$ cat config.mk
export PLATFORM = sky130hd
export DESIGN_NAME = truth_table_sequencer
export DESIGN_NICKNAME = d
export VERILOG_FILES = /design/src/rtl/truth_table_sequencer.sv
export SDC_FILE = /design/constraint.sdc
export NUM_CORES = 1
export LEC_CHECK = 0
export ABC_CLOCK_PERIOD_IN_PS = 5800
export CORE_AREA = 5 5 55 57
export CTS_CLUSTER_SIZE = 25
export DETAILED_ROUTE_END_ITERATION = 12
export DIE_AREA = 0 0 60 62
export MAX_ROUTING_LAYER = met4
export PLACE_DENSITY = 0.72
export REMOVE_ABC_BUFFERS = 1
export SLEW_MARGIN = 25
export SYNTH_ARGS = -nofsm -noshare
export SYNTH_HDL_FRONTEND = slang
export SYNTH_SLANG_ARGS = --single-unit
export TNS_END_PERCENT = 100
$ cat constraint.sdc
create_clock -name clk -period 5.8 [get_ports clk]
set_input_delay 1.16 -clock clk [delete_from_list [all_inputs] [get_ports clk]]
set_output_delay 1.16 -clock clk [all_outputs]
set_load 0.1 [all_outputs]
$ cat src/rtl/truth_table_sequencer.sv
// Truth-table scan controller: steps every input vector through a combinational DUT,
// captures its output and scores it against a golden table. Optional macro: TT_HALT_ON_ERR_EN.
module truth_table_sequencer #(
    parameter int N_IN   = 2,
    parameter int SETTLE = 1
) (
    input  logic                  clk,
    input  logic                  rst_n,
    input  logic                  start,
    input  logic [(1<<N_IN)-1:0]  expected,
    input  logic                  f_in,
    output logic [N_IN-1:0]       x_out,
    output logic                  busy,
    output logic                  done,
    output logic [(1<<N_IN)-1:0]  table_out,
    output logic [N_IN:0]         err_count,
    output logic [N_IN-1:0]       err_idx,
    output logic                  match
);
    localparam int T = 1 << N_IN;

    localparam logic [1:0] S_IDLE   = 2'd0;
    localparam logic [1:0] S_WAIT   = 2'd1;
    localparam logic [1:0] S_SAMPLE = 2'd2;
    localparam logic [1:0] S_DONE   = 2'd3;

    logic [1:0]      state;
    logic [3:0]      cnt;
    logic [N_IN-1:0] idx;
    logic            mism;
    logic            last;
    logic            halt;
    logic [N_IN:0]   err_next;

    always_comb begin
        mism     = (f_in != expected[idx]);
        err_next = err_count + {{N_IN{1'b0}}, mism};
        last     = (idx == N_IN'(T - 1));
`ifdef TT_HALT_ON_ERR_EN
        halt     = mism;
`else
        halt     = 1'b0;
`endif
    end

    // The vector index register drives the DUT directly, so x_out is registered.
    assign x_out = idx;

    always_ff @(posedge clk) begin
        if (!rst_n) begin
            state     <= S_IDLE;
            cnt       <= '0;
            idx       <= '0;
            busy      <= 1'b0;
            done      <= 1'b0;
            table_out <= '0;
            err_count <= '0;
            err_idx   <= '0;
            match     <= 1'b0;
        end else begin
            case (state)
                S_IDLE, S_DONE: begin
                    if (start) begin
                        state     <= S_WAIT;
                        cnt       <= '0;
                        idx       <= '0;
                        busy      <= 1'b1;
                        done      <= 1'b0;
                        match     <= 1'b0;
                        table_out <= '0;
                        err_count <= '0;
                        err_idx   <= '0;
                    end
                end
                S_WAIT: begin
                    if (cnt == 4'(SETTLE - 1))
                        state <= S_SAMPLE;
                    else
                        cnt <= cnt + 4'd1;
                end
                S_SAMPLE: begin
                    table_out[idx] <= f_in;
                    err_count      <= err_next;
                    if (mism && err_count == '0)
                        err_idx <= idx;
                    if (last || halt) begin
                        state <= S_DONE;
                        busy  <= 1'b0;
                        done  <= 1'b1;
                        match <= (err_next == '0);
                    end else begin
                        state <= S_WAIT;
                        idx   <= idx + 1'b1;
                        cnt   <= '0;
                    end
                end
                default: state <= S_IDLE;
            endcase
        end
    end
endmodule

# Yosys cells after proc, flatten, opt, wreduce, memory -nomap -nowiden
# Cells that the tools add are included.
totals:
  ff_bits: 20
  out_inout_bits: 14
  word_cells: 68
  inputBits: 8
classes:
  eq_ne: 11
  n_reduce_logical: 14
  n_lt_le_gt_ge: 2
  n_addsub: 3
  mux: 29
ops:
  columns: ["op", "count"]
  rows:
  - ["2-to-1 mux 2 bit", 6]
  - ["2-to-1 mux 4 bit", 3]
  - ["!= test 2 bit (second input constant)", 6]
  - ["one-hot mux 4 bit (3 select lines)", 1]
  - ["AND reduction 3 bit", 4]
  - ["one-hot mux 2 bit (2 select lines)", 2]
  - ["one-hot mux 4 bit (2 select lines)", 1]
  - ["2-to-1 mux 1 bit", 7]
  - ["== test 2 bit (second input constant)", 3]
  - ["zero test 3 bit", 2]
  - ["one-hot mux 1 bit (2 select lines)", 3]
  - ["one-hot mux 2 bit (3 select lines)", 1]
  - ["one-hot mux 3 bit (2 select lines)", 1]
  - ["adder 4 x 1 -> 4 bit (second input constant)", 1]
  - ["bitwise mux 4 bit", 1]
  - ["zero test 4 bit", 1]
  - ["AND reduction 2 bit", 2]
  - ["adder 3 x 1 -> 3 bit", 1]
  - ["less-than comparator 2 x 3 -> 1 bit (second input constant)", 1]
  - ["2-to-1 mux 3 bit", 1]
  - ["adder 2 x 1 -> 2 bit (second input constant)", 1]
  - ["binary-select mux 1 bit (select 2 bit)", 1]
  - ["demux 1 bit (select 2 bit)", 1]
  - ["== test 2 x 1 -> 1 bit (second input constant)", 1]
  - ["6 further kinds", 7]

# Depth between registers and ports, before layout
# Gate-level depths: netlist of run 1.
logic_depth:
  ltp_word: 7
  depth_mapped: 8

# Least setup slack after synthesis of run 1
# OpenSTA, ideal clock, no wires.
synth_timing:
  kind: "reg2reg"
  from: "register idx[0], in the netlist x_out[0]"
  to: "register match"
  path_stages_with_launch: 9
  arrival_time_ns: 2.855
  slack_ns: 2.869
  t_required_ns: 5.724
  path_cell_list: "dfxtp_1 > mux4_2 > xor2_2 > ha_1 > ha_1 > nor2b_1 > nor4_1 > nand4_1 > a21boi_0"
synth_between:
  elab_chain_cells: 7
  word_cells_on_any_way: 10
synth_lines:
  columns: ["element", "line", "source"]
  rows:
  - ["start: declaration", "29", "logic [N_IN-1:0] idx;"]
  - ["start signal: assignment", "93", "idx <= idx + 1'b1;"]
  - ["binary-select mux 1 bit (select 2 bit)", "36", "mism = (f_in != expected[idx]);"]
  - ["2-to-1 mux 1 bit (implied by the code)", "36", null]
  - ["!= test 1 bit", "36", null]
  - ["adder 3 x 1 -> 3 bit", "37", "err_next = err_count + {{N_IN{1'b0}}, mism};"]
  - ["zero test 3 bit", "90", "match <= (err_next == '0);"]
  - ["2-to-1 mux 1 bit", "86", "if (last || halt) begin"]
  - ["one-hot mux 1 bit (2 select lines)", "61", "case (state)"]
  - ["end signal: assignment", "90", null]
  - ["end: declaration", "18", "output logic match"]
# Several ways; a longest one is shown, not always the timed one. The select of a mux whose other input is x is not followed.
# A chain may end at the register's enable or synchronous reset.

# Worst setup path in the final report of run 1
layout_timing:
  from: "register idx[0], in the netlist x_out[0]"
  to: "output port x_out[0]"
layout_rtl:
  columns: ["element", "line", "source"]
  rows:
  - ["end: declaration", "12", "output logic [N_IN-1:0] x_out,"]
# No word-level cell between the ends.

==> results of run 1 <==
## cells in the final DEF (no fill, tap or decap), drive strengths merged, types with 2 or more instances in the layout
cell            n
o21a            3
nand4           2
and3            3
ha             11
nand3           6
clkbuf          3
o21ai           8
mux2            2
nor3            2
inv            11
a21oi          10
nor2            7
nand2b          2
nor2b           9
clkdlybuf4s50  21
a21boi          5
dfxtp          20
a32oi           3
and2            3
nand2          15
## stage by stage
| step | area (sq um) | util | total power [mW] | setup WS, ns |
|---|---|---|---|---|
| after floorplan | 1160 | - | 0.205 | 2.86 |
| after global placement | 1410 | 0.580 | 0.226 | 2.48 |
| after detailed placement | 1410 | 0.580 | 0.227 | 2.41 |
| after CTS | 1430 | 0.589 | 0.291 | 2.55 |
| after global routing | 1430 | 0.589 | 0.307 | 2.50 |
| final | 1430 | 0.589 | 0.288 | 2.59 |
## per-layer routing
metal  vias to the layer above  GRT usage  part of all wire
li1                        529          -                 -
met3                         0     0.0207             0.057
met5                         -          -                 0
met1                       458      0.189              0.47
met4                         0     0.0380                 0
met2                        27      0.264              0.47
## layout make-up
cell class	count	area, sq um	share of cell area
Timing Repair Buffer	21	210	0.147
Sequential cell	20	400	0.279
Inverter	11	41.3	0.0288
Tap cell	30	37.5	0.0262
Clock buffer	3	22.5	0.0157
Multi-Input combinational cell	103	721	0.503
## registers in the layout, indices dropped and copies added, names as in the netlist
name and cells:
busy 1, done 1, err_idx 2, err_count 3, match 1, cnt 4
state 2, table_out 4, x_out 2
## power by group
part           total (mW)  switching, mW  internal [mW]  leakage, nW
clock network      0.0640         0.0399         0.0241       0.0138
logic              0.0789         0.0514         0.0274        0.363
registers           0.145        0.00373          0.141        0.162
total               0.288         0.0950          0.193        0.538
## final timing paths
check,cells after the start,slack (ns),end,startpoint
hold reg to reg,2,0.46,table_out[2]$_SDFFE_PN0P_,table_out[2]$_SDFFE_PN0P_
hold / removal,2,0.46,table_out[2]$_SDFFE_PN0P_,table_out[2]$_SDFFE_PN0P_
setup reg to reg,8,3.34,match$_SDFFE_PN0P_,x_out[0]$_SDFFE_PN0P_
setup / recovery,1,2.59,x_out[0],x_out[0]$_SDFFE_PN0P_
## logic make-up after synthesis
logic type,after synthesis
adders and majority gates,11
muxes,3
AOI/OAI and AO/OA,36
buffers and inverters,18
and+or+nand+nor,52
xor gates and xnor gates,1
DFF,20
==> summary by stage, run 1 <==
Run status
The run finished with clean final reports.

Yosys
By area the synthesized netlist is led by sky130_fd_sc_hd__dfxtp_1, sky130_fd_sc_hd__ha_1, sky130_fd_sc_hd__nand2_1. Of the total synthesized cell area, the portion taken by XOR and XNOR cells is 0.0136. The most used flip-flop cell after synthesis is sky130_fd_sc_hd__dfxtp_1. Of the total synthesized cell area, the portion taken by full adders, half adders and majority gates is 0.115. The number of instances in the synthesized netlist is 141. The count of flip-flops with a built-in enable after synthesis is 0.

The fraction of post-synthesis cell area in the top cell type by area is 0.335. After synthesis, the most frequently instantiated cells are sky130_fd_sc_hd__dfxtp_1, sky130_fd_sc_hd__nand2_1, sky130_fd_sc_hd__ha_1, sky130_fd_sc_hd__inv_1, sky130_fd_sc_hd__a21oi_1. The post-synthesis average cell area is 8.47 sq um. The fraction of the mapped netlist area in compound gates is 0.206.

After synthesis, the largest family of logic cells by area is simple AND/OR/NAND/NOR gates. The count of different cell masters after synthesis is 37. In the synthesized netlist the async set-or-reset flop fraction comes to 0. The largest area contributor in the netlist is sky130_fd_sc_hd__dfxtp_1. The total number of yosys warnings is 0. The post-synthesis sequential area ratio is 0.335. The most common cell in the synthesized netlist is sky130_fd_sc_hd__dfxtp_1.

Counting flops and latches in the post-synthesis netlist gives 20. Of the total synthesized cell area, the portion taken by AND, OR, NAND and NOR gates is 0.227. The synthesized cell area is between 1000 and 1500 sq um. The mux cell area share after synthesis is 0.0409.

Place
Buffers placed on the I/O ports in this run total 21. The number of placed instances, taps included, is 185. The post-DP HPWL is 1860 um.

Routability-driven placement finished with a final weighted congestion of 0.846.

Routing
The first detailed-routing pass ran for 4 iterations. The detailed router finished its first iteration with 33 violations. The routed layout has 1,014 vias.

The mean number of vias per cell is 5.39. In the routed design, unresolved DRC markers number 0. The number of nets with antenna violations after routing is 0. The final wirelength is between 2000 and 2500 um. In the final routed layout, each cell accounts on average for 13.0 um.

Global route
The total global routing overflow is 0. The first-pass GRT wire length is about 4300 um. The maximum number of pins on one net before global-route repair is 18. The initial antenna violation count is 0. The global routing usage summed across all routing layers is 0.153. The number of global-route vias before repair is 1,009.

Die
The floorplan step defined a die boundary enclosing 3720 sq um. The die is 60 um wide. The initial core utilization is 0.491. The core region is 2430 sq um. In this run the core area contains 18 standard-cell rows. The number of placed I/O pins is 22. The height of the chip is 62 um.

Layout
The area growth from synthesis to layout is 20.0%. The filler cells instantiated in the layout total ~210. The share of post-route cells with drive strength above 1 is 0.0696. The post-layout instance count excluding filler cells is ~190. The total inserted antenna cells is 0. The post-layout net count is 179.

Clocking
After clock tree synthesis, the repair step resized 0 gates. In this run the number of H-tree levels came out at 1. Clock-pin slew was measured on the worst setup and hold paths at 0.11 ns. The number of sinks on the clock net is 20. TritonCTS built the clock tree. The clock insertion delay at the later pin of the skew report is around 0.29 ns. The number of setup buffers added after CTS is 0.

The clock passes through at most 2 buffers. Clock tree synthesis selected as its root buffer the cell sky130_fd_sc_hd__clkbuf_4. The number of buffers created by CTS is 3. Buffers inserted to repair hold after CTS numbered 0.

Hold path
The worst hold-check path type is reg -> reg.

STA
The worst clock skew on the final layout is 0.00707 ns. The actual slew at the worst max-slew pin is 0.992 ns. The max-slew violation count is 0. Setup repair after global routing left no endpoint under its margin. The post-route fraction of the period consumed by the critical path is 0.554.

The worst max-slew margin expressed relative to the limit is 0.336. The final hold violation count is 0. The tightest hold path in the finished design has a slack of 0.460 ns. The final number of setup-violating endpoints is 0. The worst path in the final design needs a cycle of 3.21 ns, including I/O delays and setup. Derived from the worst setup path, the maximum achievable clock frequency is around 310 MHz. In the final timing run, aggregate negative setup slack is 0 ns.

Pwr
The worst-case IR drop observed on VDD is 0.150 mV. In this run the power density over the cells is ~200 nW/um^2. The leakage power total is 0.538 nW.

Worst setup path
STA classifies the critical path startpoint as a flop. For the worst setup path, the data arrival time is between 2 and 2.5 ns. The stage delay of the slowest cell on the critical path is 1.21 ns.

Together, buffers and inverters on the worst path number 1. The highest-delay cell along the critical path is sky130_fd_sc_hd__clkdlybuf4s50_1. The category of cells accounting for the largest share of critical-path delay is buffers and inverters. STA classifies the critical path endpoint as an output port. The required time reported for the critical path endpoint is between 4 and 5 ns. The worst setup path category is reg -> out. The critical path goes through clkdlybuf4s50_1. The maximum fanout count along the critical path is 9.

Flow run
The tool flagged a number of max-cap violations equal to 0.
Note: power is estimated with default switching activity, not from simulation.
==> run 2: changes to the inputs <==
- ABC_CLOCK_PERIOD_IN_PS: 5800 -> 3300
- clock period: 5.8 -> 3.3 ns (I/O delays scaled with it)
==> summary by stage, run 2 (synthesized netlist as in run 1, its figures left out) <==
STA
The worst clock skew on the final layout is 0.00261 ns (-0.00446 ns). The max-slew violation count is 0 (unchanged). The routed design could run at a clock period as short as between 2 and 3 ns.

The worst max-slew margin expressed relative to the limit is 0.638 (+0.301). The final number of setup-violating endpoints was 0 (unchanged). The final worst-path setup slack was 0.732 ns (-1.85 ns). Setup repair after global routing left no endpoint under its margin.

The final setup TNS was 0 ns (unchanged). The post-route fraction of the period consumed by the critical path is 0.778. The actual slew at the worst max-slew pin is 0.540 ns (-0.452 ns). The final hold violation count is 0 (unchanged). For this run, the top clock speed supported by timing is 389 MHz.

Worst setup path
The stage delay of the slowest cell on the critical path was 0.50 ns (-0.71 ns). The number of cells on the worst reg-to-reg path came to 8 (unchanged). The worst setup path is of the in -> reg kind. The element type at the critical path end is a flop. The worst setup path is launched from an input pin. The category of cells accounting for the largest share of critical-path delay is multiplexers.

The most used cell along the critical path is sky130_fd_sc_hd__ha_1. The slack of the worst reg-to-reg path is 0.87 ns (-2.47 ns). The worst register-to-register path ends at match$_SDFFE_PN0P_. The required time reported for the critical path endpoint came to 3.53 ns (-1.11 ns). The signal on the critical path passes through clkdlybuf4s50_1 -> mux4_2 -> xor2_2 -> ha_1 -> ha_1 -> nor2b_1 -> nor4_1 -> nand4_1 -> a21boi_0. The maximum fanout count along the critical path is 3 (-6). The startpoint of the lowest-slack register-to-register path is x_out[0]$_SDFFE_PN0P_.

The critical path arrival was 2.79 ns (+0.74 ns). The highest-delay cell along the critical path is sky130_fd_sc_hd__mux4_2. The critical path buffer and inverter count is 1 (unchanged).

Pwr
The leakage power total is 0.578 nW (+7.4%). The power density over the cells is 378 nW/um^2 (+88%). The maximum VDD drop came to 0.290 mV (+93%).

Clocking
The post-CTS setup buffer count is 0 (unchanged). The clock slew at the register clock pins of the worst setup and hold paths was 0.11 ns (about the same). The clock insertion delay at the later pin of the skew report is 0.30 ns (about the same). CTS placed an instance of sky130_fd_sc_hd__clkbuf_4 at the clock tree root.

The number of levels the H-tree was split into is 1 (unchanged). The number of hold buffers added after cts is 0 (unchanged). The maximum clock insertion buffer count is 2 (unchanged). The number of buffers created by CTS is 3 (unchanged).

The post-CTS resize count is 0 (unchanged). TritonCTS built the clock tree. The number of sinks on the clock net is 20 (unchanged).

Routing
The number of DRC violations after detailed-routing iteration 0 came to 17 (-48%). The final wirelength is 2500 um (+1.8%). The average wire length per cell after detail routing is 13.1 um (+0.76%). The number of vias in the routed layout came to 1,027 (+1.3%).

The number of nets with antenna violations after routing came to 0 (unchanged). The count of TritonRoute iterations in the first routing pass came to 4 (unchanged). The total DRC errors in the routed layout is 0 (unchanged). The mean number of vias per cell came to 5.41 (+0.22%).

Die
The standard-cell row count was 18 (unchanged). The width of the die is 60 um (unchanged). The initial core utilization was 0.491 (unchanged).

The number of placed I/O pins is 22 (unchanged). The die area is 3720 sq um (unchanged). The height of the chip was 62 um (unchanged). The core area is 2430 sq um (unchanged).

Place
The number of buffers inserted by port buffering is 21 (unchanged). The routability congestion estimate from global placement is 0.837 (-1.1%). The pre-CTS setup slack is 0.413 ns (-2.00 ns). The post-DP HPWL came to 1860 um (about the same).

Run status
The run finished with clean final reports.

Global route
The maximum number of pins on one net before global-route repair is 18 (unchanged). The number of global-route vias before repair is 977 (-3.2%). The global routing usage summed across all routing layers is 0.149 (-0.00394). The total global routing overflow is 0 (unchanged). The first-pass GRT wire length came to 4170 um (-3.2%).

The initial antenna violation count came to 0 (unchanged).

Flow run
The number of maximum-capacitance constraint violations is 0 (unchanged).

Layout
The largest registers in the layout are cnt x4, table_out x4, err_count x3. The post-layout net count is 180 (+0.56%). The number of fillers in the final layout is 232 (+8.9%). The share of post-route cells with drive strength above 1 is 0.169 (+0.0991).

Relative to the synthesized area, the layout overhead comes to 18.9%. The total inserted antenna cells is 0 (unchanged). In the layout the commonest cells are sky130_fd_sc_hd__dfxtp_1, sky130_fd_sc_hd__nand2_1, sky130_fd_sc_hd__buf_4, sky130_fd_sc_hd__inv_1, sky130_fd_sc_hd__ha_1.

The library cell used most frequently in the layout, excluding fill and tap cells, is sky130_fd_sc_hd__dfxtp_1.

Hold path
The worst hold path begins at table_out[2]$_SDFFE_PN0P_. The hold path depth is 2 (unchanged). The worst hold-check path type is reg -> reg. The terminating pin of the worst hold path is table_out[2]$_SDFFE_PN0P_.
## run 2: changes by cell type in the layout (fill, tap and decap cells not counted), sizes merged
| cell | previous run | this run |
|---|---|---|
| buf | 0 | 15 |
| clkbuf | 3 | 4 |
| clkdlybuf4s50 | 21 | 7 |
## run 2: area by class of cell
cell class / instances / area, sq um / share of cell area
multi-input combinational: 103 / 721 / 0.508
sequential: 20 / 400 / 0.282
timing repair buffer: 22 / 183 / 0.129
inverter: 11 / 41.3 / 0.0291
tap: 30 / 37.5 / 0.0265
clock buffer: 4 / 36.3 / 0.0256
## run 2: metrics by stage
stage	hold slack, ns	utilization	std cells	instance area, sq um	power, mW
5_1_grt	0.496	0.583	190	1420	0.571
3_3_place_gp	0.445	0.568	186	1380	0.397
2_1_floorplan	0.464	-	134	1160	0.361
6_report	0.467	0.583	190	1420	0.537
3_5_place_dp	0.457	0.568	186	1380	0.400
4_1_cts	0.474	0.583	190	1420	0.545
## run 2: layer usage
layer | vias up | share of wire | track usage
met2 | 23 | 0.47 | 0.252
met4 | 0 | 0.0052 | 0.0538
met1 | 471 | 0.46 | 0.178
met3 | 2 | 0.063 | 0.0269
met5 | - | 0 | -
li1 | 531 | - | -
## run 2: how the worst max path moves through the flow
stage / start / endpoint / cells after the start
6_report: expected[3] / match$_SDFFE_PN0P_ / 9
3_5_place_dp: expected[3] / match$_SDFFE_PN0P_ / 9
5_1_grt: expected[2] / match$_SDFFE_PN0P_ / 9
4_1_cts: expected[3] / match$_SDFFE_PN0P_ / 9
3_3_place_gp: expected[3] / match$_SDFFE_PN0P_ / 9
2_1_floorplan: x_out[0]$_SDFFE_PN0P_ / match$_SDFFE_PN0P_ / 8
## run 2: report_power, final
group	switching, mW	internal [mW]
logic	0.0918	0.0477
registers	0.00648	0.248
clock network	0.0754	0.0672
## run 2: tightest hold or removal path: stages (launching register included)
cell and delay, ns:
sky130_fd_sc_hd__dfxtp_1 0.33, sky130_fd_sc_hd__nand2_1 0.05, sky130_fd_sc_hd__a21oi_1 0.05
